File: src/rtl/series_controller_pkg.sv
// Shared constants and state encoding for the series evaluation controller.
package series_controller_pkg;

    localparam int unsigned ADDR_W_DEF = 3;

    typedef enum logic [2:0] {
        ST_IDLE = 3'd0,
        ST_INIT = 3'd1,
        ST_MUL  = 3'd2,
        ST_ACC  = 3'd3,
        ST_DONE = 3'd4
    } state_e;

endpackage

File: src/rtl/term_counter.sv
// Term index counter: synchronous clear, increment enable, compare against the last index.
module term_counter #(
    parameter int unsigned W = 3
) (
    input  logic         clk,
    input  logic         rst,
    input  logic         clr_i,
    input  logic         inc_i,
    input  logic [W-1:0] last_i,
    output logic [W-1:0] cnt_o,
    output logic [W-1:0] cnt_nxt_c,
    output logic         term_o
);

    logic [W-1:0] cnt_q;

    // Clear wins over increment; the controller never asks for both.
    always_comb begin
        cnt_nxt_c = cnt_q;
        if (clr_i) begin
            cnt_nxt_c = '0;
        end else if (inc_i) begin
            cnt_nxt_c = cnt_q + W'(1);
        end
    end

    always_ff @(posedge clk) begin
        if (rst) begin
            cnt_q <= '0;
        end else begin
            cnt_q <= cnt_nxt_c;
        end
    end

    assign cnt_o  = cnt_q;
    assign term_o = (cnt_q == last_i);

endmodule

File: src/rtl/series_controller.sv
// Sequences one power-series evaluation: init, then alternating multiply/accumulate
// strobes over coefficient addresses 0..n_last, then a single done pulse.
module series_controller
    import series_controller_pkg::*;
#(
    parameter int unsigned ADDR_W = ADDR_W_DEF
) (
    input  logic              clk,
    input  logic              rst,
    input  logic              start,
    input  logic [ADDR_W-1:0] n_last,
    output logic [ADDR_W-1:0] lut_addr,
    output logic              init_en,
    output logic              term_en,
    output logic              acc_en,
    output logic              busy,
    output logic              done
);

    state_e            state_q, state_d;
    logic [ADDR_W-1:0] n_last_q, n_last_d;
    logic              cnt_clr, cnt_inc, cnt_term;
    logic [ADDR_W-1:0] cnt, cnt_nxt;

    logic [ADDR_W-1:0] lut_addr_d;
    logic              init_en_d, term_en_d, acc_en_d, busy_d, done_d;

    term_counter #(
        .W (ADDR_W)
    ) u_term_counter (
        .clk       (clk),
        .rst       (rst),
        .clr_i     (cnt_clr),
        .inc_i     (cnt_inc),
        .last_i    (n_last_q),
        .cnt_o     (cnt),
        .cnt_nxt_c (cnt_nxt),
        .term_o    (cnt_term)
    );

    // Next state, then Moore outputs decoded from the next state so they can be registered.
    always_comb begin
        state_d    = state_q;
        n_last_d   = n_last_q;
        cnt_clr    = 1'b0;
        cnt_inc    = 1'b0;
        lut_addr_d = '0;
        init_en_d  = 1'b0;
        term_en_d  = 1'b0;
        acc_en_d   = 1'b0;
        done_d     = 1'b0;

        case (state_q)
            ST_IDLE: begin
                if (start) begin
                    state_d  = ST_INIT;
                    n_last_d = n_last;
                    cnt_clr  = 1'b1;
                end
            end
            ST_INIT: state_d = ST_MUL;
            ST_MUL:  state_d = ST_ACC;
            ST_ACC: begin
                if (cnt_term) begin
                    state_d = ST_DONE;
                end else begin
                    cnt_inc = 1'b1;
                    state_d = ST_MUL;
                end
            end
            ST_DONE: state_d = ST_IDLE;
            default: state_d = ST_IDLE;
        endcase

        case (state_d)
            ST_INIT: init_en_d = 1'b1;
            ST_MUL: begin
                term_en_d  = 1'b1;
                lut_addr_d = cnt_nxt;
            end
            ST_ACC: begin
                acc_en_d   = 1'b1;
                lut_addr_d = cnt_nxt;
            end
            ST_DONE: done_d = 1'b1;
            default: ;
        endcase

        busy_d = (state_d != ST_IDLE);
    end

    always_ff @(posedge clk) begin
        if (rst) begin
            state_q  <= ST_IDLE;
            n_last_q <= '0;
            lut_addr <= '0;
            init_en  <= 1'b0;
            term_en  <= 1'b0;
            acc_en   <= 1'b0;
            busy     <= 1'b0;
            done     <= 1'b0;
        end else begin
            state_q  <= state_d;
            n_last_q <= n_last_d;
            lut_addr <= lut_addr_d;
            init_en  <= init_en_d;
            term_en  <= term_en_d;
            acc_en   <= acc_en_d;
            busy     <= busy_d;
            done     <= done_d;
        end
    end

endmodule

File: config.mk
export PLATFORM = sky130hd
export DESIGN_NAME = series_controller
export DESIGN_NICKNAME = d
export VERILOG_FILES = /design/src/rtl/series_controller_pkg.sv /design/src/rtl/term_counter.sv /design/src/rtl/series_controller.sv
export SDC_FILE = /design/constraint.sdc
export NUM_CORES = 1
export LEC_CHECK = 0
export CORE_MARGIN = 1
export CORE_UTILIZATION = 45
export CTS_CLUSTER_DIAMETER = 80
export DETAILED_ROUTE_END_ITERATION = 10
export DONT_BUFFER_PORTS = 1
export GPL_ROUTABILITY_DRIVEN = 1
export SLEW_MARGIN = 20
export SYNTH_ARGS = -nofsm -noshare
export SYNTH_HDL_FRONTEND = slang
export SYNTH_SLANG_ARGS = --single-unit
File: constraint.sdc
create_clock -name clk -period 1.7 [get_ports clk]
set_input_delay 0.51 -clock clk [delete_from_list [all_inputs] [get_ports clk]]
set_output_delay 0.51 -clock clk [all_outputs]
set_load 0.01 [all_outputs]
==> out/qor.txt <==
EDFF count, synth = 0
DR iter-0 viols = 4
leading area contributor after synthesis = dfxtp_1
GR Util met2 = 23.4%
clock transition at the registers of the reported paths = 0.09 ns
CTS buffer count = 3
Port Buffers = 0
global route overflow = 0
worst endpoint required time = 1.93 ns
clock latency on the worst-skew pair = 0.29 ns
Die Area = 0.00170 sq mm
VDD IR-drop max = 0.498 mV
DP Wirelength = 745 um
kind of critical path = flip-flop to flip-flop
GRT busiest layer = met2
area share of the largest cell type after synthesis = 49.1%
CP startpoint kind = flip-flop
sum of negative setup slack = 0 ns
met3 Track Usage GR = 4.89%
Async S/R FF share, synth = 0%
hold path startpoint = rst
final hold violations = 0
pin count of the biggest net entering global routing = 11
total track usage = 16.2%
synthesized area = 693 sq um
Avg Inst Size Synth = 11.0 sq um
Worst R2R Path Depth = 4
Detail Route Antenna Nets = 0
Max-Cap Viols = 0
Cell Rows = 13
leading cell types by count after synthesis = 17 x dfxtp_1, 8 x nor2_1, 4 x mux2i_1, 4 x xor2_1
crit path DAT = 1.61 ns
Die Height = 41.2 um
post-route minimum period = 1.39 ns
DR WL/cell = 12.4 um
slew margin rel. = 73.6%
Area Overhead vs Synth = 7.04%
distinct cell type count after synthesis = 26
Post-Place Cell Area = 716 sq um
Placed Cells = 79
Die W = 41.2 um
Slew Viols, Final = 0
DRC viols = 0
Hold EP = u_term_counter.cnt_o[0]
fill count = 138
reg2reg setup slack = 0.31 ns
crit-path max FO = 5
hold buffer count at CTS = 0
P_leak = 0.346 nW
Final Wtd Congestion = 0.736
Top Ports = 14
CORE AREA = 0.00137 sq mm
run status = complete, no violations
Sink Count = 17
CTS tree = yes
Initial Util = 50.7%
global-route wire length before repair = 1.75 mm
Post-CTS Setup Inserts = 0
setup slack at placement = 0.316 ns
RSZ-0062 raised after global routing = no
min-delay worst type = primary input to flip-flop
Tcrit/Tclk final = 81.6%
Setup Viol. Count Final = 0
register area share after synthesis = 49.1%
hold depth = 1
clock root cell = clkbuf_4
Max clock buf depth = 2
Pre-antenna DRT Iters = 2
Nets = 76
R2R Path Start = state_q[2]
post-route cell area = 742 sq um
fmax = 0.721 GHz
Final Non-Filler Cells = 83
initial antenna violation count = 0
share of post-route cells with drive strength above 1 = 22.1%
met1 track demand over resource = 21.8%
n_diodes = 0
Yosys Warn Count = 0
syn nets = 70
vias in the first global route = 407
post-cts sizing count = 0
WHS = 0.273 ns
wirelength, routed = 1.03 mm
H-tree depth = 1
vias = 452
reg-to-reg endpoint = u_term_counter.cnt_o[0]
Synth Flop Type = dfxtp_1
top cells by area, synth = dfxtp_1 49%, mux2i_1 5.8%, xor2_1 5.1%
Worst Max-Slew Pin Slew = 0.391 ns
Post-Syn Instances = 63
Crit. End Element = flip-flop
#FFs+latches synth = 17
DR vias/cell = 5.45
Fin Clk Skew = 0.00392 ns
pwr dens = 980 mW/mm^2
setup slack after layout = 0.313 ns
cell with the most instances after synthesis = dfxtp_1
-- stage by stage --
step / utilization (%) / power (W)
after floorplan: - / 0.000509
after global placement: 52.4 / 0.000524
after detailed placement: 52.4 / 0.000524
after CTS: 54.3 / 0.000739
after global routing: 54.3 / 0.000763
final: 54.3 / 0.000727
-- flip-flops by register name, indices dropped and copies added, names as in the netlist --
register / count
acc_en: 1
busy: 1
done: 1
init_en: 1
lut_addr: 3
n_last_q: 3
state_q: 3
term_en: 1
u_term_counter.cnt_o: 3
-- layer usage --
layer | vias to the layer above | wire [um]
met5 | - | 0
met4 | 0 | 18
met3 | 2 | 46
met2 | 11 | 410
met1 | 204 | 557
li1 | 235 | -
-- kinds of logic after synthesis --
kind of cell,Yosys count,synth area share (%)
mux,4,5.78
xor+xnor,4,5.05
flops,17,49.1
simple gates,23,23.6
fa+ha+maj,1,1.80
buf+inv,5,4.87
compound gates,9,9.75
-- cell type report --
cell class / count / area (sq um) / share of cell area (%)
tap: 15 / 18.8 / 2.53
timing repair buffer: 4 / 30.0 / 4.05
clock buffer: 4 / 26.3 / 3.54
inverter: 2 / 7.51 / 1.01
sequential: 17 / 340 / 45.9
multi-input combinational: 41 / 319 / 43.0
-- cells in the final DEF, fill, tap and decap left out, types with 2 or more instances in the layout --
cell type,netlist,layout
nor3_1,3,3
dfxtp_1,17,17
buf_4,0,4
nand2_1,2,2
nor3b_1,2,2
clkbuf_4,0,3
inv_1,2,2
mux2i_1,4,4
xor2_1,4,4
nor2_1,8,8
o21ai_0,3,3
-- worst max-delay path, stage by stage, from the launching register on --
cell,delay (ns)
dfxtp_1,0.37
nand3b_4,0.18
or4_1,0.52
o211ai_2,0.09
nor3b_2,0.16
-- worst max-delay path by stage --
stage | startpoint | end | slack, ns | depth (start not counted)
after floorplan | rst | lut_addr[0] | 0.25 | 6
after global placement | rst | lut_addr[0] | 0.32 | 5
after detailed placement | state_q[2] | u_term_counter.cnt_o[0] | 0.32 | 4
after CTS | state_q[2] | u_term_counter.cnt_o[0] | 0.29 | 4
after global routing | state_q[2] | u_term_counter.cnt_o[0] | 0.21 | 4
final | state_q[2] | u_term_counter.cnt_o[0] | 0.31 | 4
-- power breakdown --
part | total, W | internal (W) | leakage, nW | switching, W
combinational | 0.0000832 | 0.0000430 | 0.193 | 0.0000402
sequential | 0.000432 | 0.000416 | 0.139 | 0.0000163
clock | 0.000212 | 0.0000913 | 0.0150 | 0.000121
total | 0.000727 | 0.000550 | 0.346 | 0.000177
(Power assumes the default switching activity.)
